## src/rtl/vend_pkg.sv

```systemverilog
// Shared encodings for the vending front end: coin codes and the emitter state set,
// so coin_acceptor and vending_machine agree on what travels on the in[1:0] bus.
package vend_pkg;

    typedef logic [1:0] coin_t;

    localparam coin_t COIN_NONE = 2'b00;
    localparam coin_t COIN_1    = 2'b01;
    localparam coin_t COIN_2    = 2'b10;

    typedef enum logic [1:0] {
        ST_IDLE = 2'b00,
        ST_EMIT = 2'b01,
        ST_GAP  = 2'b10
    } emit_state_t;

    // Only one of the two events is expected when this is used; 2 Rs wins otherwise.
    function automatic coin_t coin_select(input logic ev1, input logic ev2);
        if (ev2)
            return COIN_2;
        else if (ev1)
            return COIN_1;
        else
            return COIN_NONE;
    endfunction

endpackage

```

## src/rtl/coin_acceptor_if.sv

```systemverilog
// Coin acceptor side-band bundle: raw sensors and hold in, coin stream and status out.
interface coin_acceptor_if
    import vend_pkg::*;
#(
    parameter int FIFO_DEPTH = 4
);
    logic                            coin1_sense;
    logic                            coin2_sense;
    logic                            hold;
    coin_t                           coin_code;
    logic                            reject;
    logic [$clog2(FIFO_DEPTH+1)-1:0] fifo_count;

    modport master (
        input  coin1_sense, coin2_sense, hold,
        output coin_code, reject, fifo_count
    );

    modport slave (
        output coin1_sense, coin2_sense, hold,
        input  coin_code, reject, fifo_count
    );
endinterface

```

## src/rtl/coin_acceptor_debounce.sv

```systemverilog
// One coin sensor lane: 2-flop synchroniser, level debouncer and a rising-edge event pulse.
module coin_debounce #(
    parameter int DEBOUNCE_CYCLES = 4
) (
    input  logic clk,
    input  logic rst_n,
    input  logic sense,
    output logic coin_event
);

    logic       sync1;
    logic       sync2;
    logic       level;
    logic [7:0] count;

    always_ff @(posedge clk or negedge rst_n) begin
        if (!rst_n) begin
            sync1 <= 1'b0;
            sync2 <= 1'b0;
        end else begin
            sync1 <= sense;
            sync2 <= sync1;
        end
    end

    // The level flips only once the disagreement has persisted past a full count,
    // so the counter never needs to climb beyond DEBOUNCE_CYCLES.
    always_ff @(posedge clk or negedge rst_n) begin
        if (!rst_n) begin
            level      <= 1'b0;
            count      <= '0;
            coin_event <= 1'b0;
        end else begin
            coin_event <= 1'b0;
            if (sync2 == level) begin
                count <= '0;
            end else if (count == 8'(DEBOUNCE_CYCLES)) begin
                level      <= sync2;
                count      <= '0;
                coin_event <= sync2;
            end else begin
                count <= count + 8'd1;
            end
        end
    end

endmodule

```

## src/rtl/coin_acceptor.sv

```systemverilog
// Coin acceptor: debounces both sensors, queues coins and meters them out to the
// vending machine as single-cycle codes separated by idle gaps.
module coin_acceptor
    import vend_pkg::*;
#(
    parameter int DEBOUNCE_CYCLES = 4,
    parameter int FIFO_DEPTH      = 4,
    parameter int GAP_CYCLES      = 1
) (
    input logic             clk,
    input logic             rst_n,
    coin_acceptor_if.master bus
);

    localparam int AW = $clog2(FIFO_DEPTH);
    localparam int CW = $clog2(FIFO_DEPTH + 1);

    logic        ev1;
    logic        ev2;
    coin_t       mem [FIFO_DEPTH];
    logic [AW-1:0] wr_ptr;
    logic [AW-1:0] rd_ptr;
    logic [CW-1:0] count;
    logic        full;
    logic        push_req;
    logic        push;
    logic        pop;
    logic        reject_next;
    logic        reject_q;

    emit_state_t state;
    emit_state_t state_next;
    logic [3:0]  gap_count;
    logic [3:0]  gap_next;
    coin_t       code_q;
    coin_t       code_next;

    coin_debounce #(.DEBOUNCE_CYCLES(DEBOUNCE_CYCLES)) u_deb1 (
        .clk        (clk),
        .rst_n      (rst_n),
        .sense      (bus.coin1_sense),
        .coin_event (ev1)
    );

    coin_debounce #(.DEBOUNCE_CYCLES(DEBOUNCE_CYCLES)) u_deb2 (
        .clk        (clk),
        .rst_n      (rst_n),
        .sense      (bus.coin2_sense),
        .coin_event (ev2)
    );

    // A full queue still takes a coin when the emitter drains one on the same edge.
    always_comb begin
        push_req    = ev1 ^ ev2;
        full        = (count == CW'(FIFO_DEPTH));
        push        = push_req && (!full || pop);
        reject_next = (ev1 && ev2) || (push_req && !push);
    end

    always_ff @(posedge clk or negedge rst_n) begin
        if (!rst_n) begin
            for (int i = 0; i < FIFO_DEPTH; i++)
                mem[i] <= COIN_NONE;
            wr_ptr   <= '0;
            rd_ptr   <= '0;
            count    <= '0;
            reject_q <= 1'b0;
        end else begin
            reject_q <= reject_next;
            if (push) begin
                mem[wr_ptr] <= coin_select(ev1, ev2);
                wr_ptr      <= wr_ptr + AW'(1);
            end
            if (pop)
                rd_ptr <= rd_ptr + AW'(1);
            case ({push, pop})
                2'b10:   count <= count + CW'(1);
                2'b01:   count <= count - CW'(1);
                default: count <= count;
            endcase
        end
    end

    always_ff @(posedge clk or negedge rst_n) begin
        if (!rst_n) begin
            state     <= ST_IDLE;
            gap_count <= '0;
            code_q    <= COIN_NONE;
        end else begin
            state     <= state_next;
            gap_count <= gap_next;
            code_q    <= code_next;
        end
    end

    // hold only matters in IDLE; a started emission always runs EMIT plus the full gap.
    always_comb begin
        state_next = state;
        gap_next   = gap_count;
        code_next  = COIN_NONE;
        pop        = 1'b0;
        case (state)
            ST_IDLE: begin
                if ((count != '0) && !bus.hold) begin
                    pop        = 1'b1;
                    code_next  = mem[rd_ptr];
                    state_next = ST_EMIT;
                end
            end
            ST_EMIT: begin
                state_next = ST_GAP;
                gap_next   = 4'(GAP_CYCLES - 1);
            end
            ST_GAP: begin
                if (gap_count == '0)
                    state_next = ST_IDLE;
                else
                    gap_next = gap_count - 4'd1;
            end
            default: state_next = ST_IDLE;
        endcase
    end

    assign bus.coin_code  = code_q;
    assign bus.reject     = reject_q;
    assign bus.fifo_count = count;

endmodule

```

## src/flat_wrapper.sv

```systemverilog
// flat-port wrapper written by rule: the top's interface ports become plain ports
module coin_acceptor_flat import vend_pkg::*;
#(
    parameter int DEBOUNCE_CYCLES = 4,
    parameter int FIFO_DEPTH      = 4,
    parameter int GAP_CYCLES      = 1
)
  (clk, rst_n, bus_coin1_sense, bus_coin2_sense, bus_hold, bus_coin_code, bus_reject, bus_fifo_count);
  coin_acceptor_if #(.FIFO_DEPTH(FIFO_DEPTH)) bus_i ();
  input logic clk;
  input logic rst_n;
  input wire logic [$bits(bus_i.coin1_sense)-1:0] bus_coin1_sense;
  input wire logic [$bits(bus_i.coin2_sense)-1:0] bus_coin2_sense;
  input wire logic [$bits(bus_i.hold)-1:0] bus_hold;
  output wire logic [$bits(bus_i.coin_code)-1:0] bus_coin_code;
  output wire logic [$bits(bus_i.reject)-1:0] bus_reject;
  output wire logic [$bits(bus_i.fifo_count)-1:0] bus_fifo_count;
  assign bus_i.coin1_sense = bus_coin1_sense;
  assign bus_i.coin2_sense = bus_coin2_sense;
  assign bus_i.hold = bus_hold;
  assign bus_coin_code = bus_i.coin_code;
  assign bus_reject = bus_i.reject;
  assign bus_fifo_count = bus_i.fifo_count;
  coin_acceptor #(.DEBOUNCE_CYCLES(DEBOUNCE_CYCLES), .FIFO_DEPTH(FIFO_DEPTH), .GAP_CYCLES(GAP_CYCLES)) u_core (.clk(clk), .rst_n(rst_n), .bus(bus_i));
endmodule
```

## config.mk

```make
export PLATFORM = sky130hd
export DESIGN_NAME = coin_acceptor_flat
export DESIGN_NICKNAME = d
export VERILOG_FILES = /design/src/rtl/vend_pkg.sv /design/src/rtl/coin_acceptor_if.sv /design/src/rtl/coin_acceptor_debounce.sv /design/src/rtl/coin_acceptor.sv /design/src/flat_wrapper.sv
export SDC_FILE = /design/constraint.sdc
export NUM_CORES = 1
export LEC_CHECK = 0
export BUFFER_PORTS_ARGS = -buffer_cell sky130_fd_sc_hd__buf_2
export CELL_PAD_IN_SITES_DETAIL_PLACEMENT = 0
export CELL_PAD_IN_SITES_GLOBAL_PLACEMENT = 2
export CORE_MARGIN = 2
export CORE_UTILIZATION = 44
export DETAILED_ROUTE_END_ITERATION = 8
export PLACE_DENSITY = 0.82
export SLEW_MARGIN = 30
export SYNTH_ARGS = -nofsm -noshare
export SYNTH_HDL_FRONTEND = slang
export SYNTH_SLANG_ARGS = --single-unit
```

## constraint.sdc

```tcl
create_clock -name clk -period 7.5 [get_ports clk]
set_clock_uncertainty 0.15 [all_clocks]
set_input_delay 1.5 -clock clk [delete_from_list [all_inputs] [get_ports clk]]
set_output_delay 1.5 -clock clk [all_outputs]
set_load 0.1 [all_outputs]
```

### Word level (Yosys, flattened, before mapping)

Index checks and enable logic that the tools add are counted.

| word-level totals | value |
|---|---|
| memories kept | 0 |
| bits in latches | 0 |
| bits in read-only memories | 0 |
| output and inout port bits | 6 |
| logic and storage cells | 94 |
| flip-flop bits (word level) | 48 |
| input bits | 5 |
| memory bits (writable) | 0 |

| operators by class | value |
|---|---|
| bitwise gates (word level) | 5 |
| add/sub/neg operators | 7 |
| $lt $le $gt $ge | 3 |
| reductions and logical operators | 19 |
| equal/unequal tests | 12 |
| shift operators | 0 |
| div/mod/pow operators | 0 |
| multipliers | 0 |
| muxes and demuxes | 27 |

Operators by type and width:

| kind | number |
|---|---|
| $mux 8 | 4 |
| $mux 2 | 9 |
| $add 8x1->8 const B | 2 |
| $eq 8x3->1 const B | 2 |
| $bwmux 8 | 1 |
| $pmux 4 s2 | 1 |
| $reduce_and 2->1 | 4 |
| $mux 1 | 7 |
| $ge 3x3->1 const B | 2 |
| $not 2->3 | 2 |
| $pmux 2 s3 | 1 |
| $pmux 3 s2 | 1 |
| $logic_and 1x1->1 | 5 |
| $add 2x1->2 const B | 2 |
| $bmux 2 s2 | 1 |
| $demux 2 s2 | 1 |
| $eq 2x1->1 const B | 2 |
| $eq 2x2->1 const B | 2 |
| $logic_not 4->1 | 1 |
| $mux 4 | 1 |
| $ne 2x1->1 const B | 2 |
| $reduce_bool 2->1 | 2 |
| $sub 4x1->4 const B | 1 |
| $add 3x1->3 const B | 1 |
| other kinds (11) | 16 |

### Longest topological paths before layout

| depth | value |
|---|---|
| depth in word-level cells | 9 |
| mapped depth | 10 |
| depth with buffers taken out | 10 |

### Cells and area by module

Synthesis repeated with hierarchy kept, for this count alone.

| unflattened totals | value |
|---|---|
| cells, all modules | 205 |
| area, all modules | 2379.8 µm² |

Modules (own cells, without submodules):

| module | sequential area each (µm²) | cells each | area each (µm²) | times used |
|---|---|---|---|---|
| coin_acceptor | 600.6 | 109 | 1318.8 | 1 |
| coin_debounce | 300.3 | 48 | 530.5 | 2 |

### Worst setup path before layout

Ideal clock, no wire load.

| path | value |
|---|---|
| path type | input port to flip-flop |
| start | input bus_hold |
| end | register u_core.count[2] (netlist: u_core.bus.fifo_count[2]) |
| data arrival time | 3123 ps |
| stages | 9 |
| buffers on the path | 1 |
| data required time | 7188 ps |
| slack | 4064 ps |
| library setup time | 162 ps |
| cells stage by stage | or3_1 -> clkbuf_1 -> nor2_1 -> ha_1 -> inv_1 -> fa_1 -> xor2_1 -> nor2_1 -> xor2_1 |

| on the way | value |
|---|---|
| cells in the longest elaborated chain, start to end | 8 |
| elaborated cells between the ends (all ways) | 10 |
| those cells by class | eq/ne (2); mux (3); reduce/logical (5) |

RTL lines:

| item | RTL line | RTL |
|---|---|---|
| from (decl) | flat_wrapper.sv:14 | `input wire logic [$bits(bus_i.hold)-1:0] bus_hold;` |
| $logic_not 1->1 (*) | coin_acceptor.sv:104 | `if ((count != '0) && !bus.hold) begin` |
| $logic_and 1x1->1 (*) | coin_acceptor.sv:104 |  |
| $mux 1 (*) | coin_acceptor.sv:104 |  |
| $mux 1 (*) | coin_acceptor.sv:102 | `case (state)` |
| net u_core.pop | coin_acceptor.sv:27 | `logic pop;` |
| $logic_or 1x1->1 | coin_acceptor.sv:56 | `push = push_req && (!full \|\| pop);` |
| $logic_and 1x1->1 | coin_acceptor.sv:56 |  |
| $eq 2x1->1 / $eq 2x2->1 (equally long branches) | coin_acceptor.sv:76 | `case ({push, pop})` |
| $pmux 3 s2 / $reduce_bool 2->1 (equally long branches) | -- |  |
| to (signal assigned) | coin_acceptor.sv:77 | `2'b10: count <= count + CW'(1);` |
| to (signal assigned) | coin_acceptor.sv:78 | `2'b01: count <= count - CW'(1);` |
| to (signal assigned) | coin_acceptor.sv:79 | `default: count <= count;` |
| to (decl) | coin_acceptor.sv:23 | `logic [CW-1:0] count;` |

The timed path passes the listed nets; every way through them passes the cells marked *.
A chain may end at the register's enable or synchronous reset.

### Final worst setup path

Same ends and word-level chain as after synthesis.

==> impl_metrics.ini <==
[run_status]
status = complete, no violations

[grt]
overflow = 0
grt_pass1_wl_microns = 7258
first_global_vias = 1628
grt_max_degree = 49
groute.usage.overall_pct = 15.39
antenna_found_initial = 0

[worst_setup_path]
crit_arrival_ns = 3.41
path_class = in2reg
crit_fanout = 9
reg2reg_from = u_core.state[1]$_DFFE_PN0P_
cp_slowest_cell = or3_1
crit_required_ns = 7.59
r2r-end = u_core.bus.fifo_count[2]$_DFFE_PN0P_
worstPathCellList = buf_2 -> or3_1 -> nor2_1 -> ha_1 -> inv_1 -> fa_1 -> xor2_1 -> nor2_1 -> xor2_1
worstSetupEndpointType = flip-flop
cp-start-kind = input pin
slowest_delay_ns = 0.44
r2r_cells = 8
r2r_slack_ns = 4.85

[cts]
cts_made_buffers = 5
cts.hold.buffers_added = 0
cts.repair.resized = 0
cts.sinks = 48
post-cts-setup-buffers = 0
insertion_delay_ns = 0.31
cts_tree = yes
clock_path_buffers = 2
h-tree-depth = 2
clk_pin_slew_ns = 0.10
ctsRootBufferMaster = clkbuf_8

[logic_synthesis]
synth.distinct_cells = 39
synth_most_common_cell = dfrtp_1
synth-edff-count = 0
syn_avg_cell_area_sq_um = 11.15
yosysSeqAreaShare_pct = 51.56
async_reset_ff_share_pct = 100.0
syn-cell-area_sq_um = 2330
ys_ff_latch = 48
synth_top_area_share_pct = 51.56
netlist_instances = 209
synth_warnings = 0
syn_nets = 227
yosys.area.top_type = dfrtp_1
yosys-top-cells-area = dfrtp_1 (52%), ha_1 (6.4%), mux2_2 (4.8%)
yosys-top-cells-count = dfrtp_1 (48), inv_1 (20), a21oi_1 (15)
synthFlopType = dfrtp_1

[timing]
maxSlewViolCount = 0
setup_viol = 0
fmax_mhz = 300.6
holdWs_ns = 0.2042
setup_tns_ns = 0
min_period_over_period_pct = 44.35
max-slew-margin-rel_pct = 58.62
fin_crit_ns = 3.326
finalHoldViolCount = 0
worst_pin_slew_ns = 0.6155
rsz0062_at_grt = false

[floorplanning]
core-area_sq_um = 5107
start_util_pct = 45.61
ioPinCount = 11
die_x_microns = 76.77
die-area_sq_um = 5893
dieHeight_microns = 76.77
rows = 26

[place]
hpwl_microns = 2894
placed_area_sq_um = 2462
io_buffers = 10
gp_congestion = 0.7500

[finish]
syn2layout_area_growth_pct = 10.63
diodes = 0
drive_gt1_share_pct = 16.44
nets = 242
seqCellArea_sq_um = 1201
post-route-util_pct = 50.47
stdcell_area_sq_um = 2577
multi_input_area_sq_um = 1046
fillCellCount = 480

[routing]
via_per_inst = 5.349
wl_per_cell_microns = 13.83
vias = 1578
antenna_left = 0
drt_iter0_drc = 50
dr.pass1.iters = 4
drc = 0
wirelength_microns = 4080

[power_and_ir_drop]
power_density_nw_per_um2 = 312.8
vdd_drop_max_uv = 163.6
leakagePower_uw = 0.001174

[worst_hold_path]
hp-class = reg2reg
holdPathEnd = u_core.u_deb1.sync2$_DFF_PN0_
holdPathStages = 0
min-delay-start = u_core.u_deb1.sync1$_DFF_PN0_

[run]
max_cap_viol_count = 0
[critical path, delay by kind of cell]
family / cells / cell delay, ns
xor+xnor: 2 / 0.32
simple gates: 3 / 0.84
buf+inv: 2 / 0.15
fa+ha+maj: 2 / 0.60
[flip-flops by register name (all words and copies together), names as in the netlist]
| register | cells |
|---|---|
| u_core.u_deb2.level | 1 |
| u_core.u_deb2.sync2 | 1 |
| u_core.u_deb1.sync1 | 1 |
| u_core.u_deb1.coin_event | 1 |
| u_core.mem | 8 |
| u_core.wr_ptr | 2 |
| u_core.u_deb2.coin_event | 1 |
| u_core.gap_count | 4 |
| u_core.bus.fifo_count | 3 |
| u_core.rd_ptr | 2 |
| u_core.u_deb2.sync1 | 1 |
| u_core.u_deb1.sync2 | 1 |
| u_core.bus.coin_code | 2 |
| u_core.u_deb1.count | 8 |
| u_core.u_deb1.level | 1 |
| u_core.state | 2 |
| u_core.u_deb2.count | 8 |
| u_core.bus.reject | 1 |
[cells by family after synthesis]
kind of cell | after synthesis | synth area share (%)
AOI/OAI and AO/OA | 39 | 10.20
xor gates and xnor gates | 12 | 4.511
adders and majority gates | 13 | 7.304
buffers and inverters | 22 | 3.545
DFF | 48 | 51.56
muxes | 13 | 7.411
and+or+nand+nor | 62 | 15.47
[per-stage QoR]
stage	setup slack, ns	power [uW]	cells
2_1_floorplan	4.064	557.8	209
3_3_place_gp	3.922	606.4	287
3_5_place_dp	3.817	619.4	287
4_1_cts	4.145	815.1	295
5_1_grt	4.016	861.3	295
6_report	4.174	806.3	295
[worst max-delay path by stage]
stage | startpoint | end | slack [ns]
floorplan | bus_hold | u_core.bus.fifo_count[2]$_DFFE_PN0P_ | 4.06
global placement | bus_hold | u_core.bus.fifo_count[2]$_DFFE_PN0P_ | 3.92
detailed placement | bus_hold | u_core.bus.fifo_count[2]$_DFFE_PN0P_ | 3.82
CTS | bus_hold | u_core.bus.fifo_count[2]$_DFFE_PN0P_ | 4.15
global route | bus_hold | u_core.bus.fifo_count[2]$_DFFE_PN0P_ | 4.02
finish | bus_hold | u_core.bus.fifo_count[2]$_DFFE_PN0P_ | 4.17
[power by group]
group	internal [uW]	switching, uW	total, uW
clock	101	94.1	195
combinational	86.9	163	250
sequential	300	61.6	362
total	488	319	806
[layout by cell type, fill, tap and decap left out, types with 5 or more instances in the layout]
cell type,n
dfrtp_1,48
nand3_1,8
nand2_1,9
a21oi_1,15
mux2_2,10
nand2b_1,6
o21ai_0,9
clkbuf_8,5
inv_1,20
buf_2,9
ha_1,12
xor2_1,8
or3_1,8
nor2_1,8
[cell type report]
| type | instances | share of cell area [%] |
|---|---|---|
| clock buffer | 5 | 2.670 |
| clock inverter | 3 | 1.796 |
| inverter | 20 | 2.913 |
| multi-input combinational | 139 | 40.58 |
| sequential | 48 | 46.60 |
| tap | 70 | 3.398 |
| timing repair buffer | 10 | 2.039 |
[layer usage]
layer  wire [microns]  GRT usage, %  share of wire, %
met1             1842         17.44                45
met2             2019         27.63                49
met3              135         2.941               3.3
met4               82         7.455               2.0
met5                0             0                 0
No activity file was read; power rests on OpenSTA's default activity.
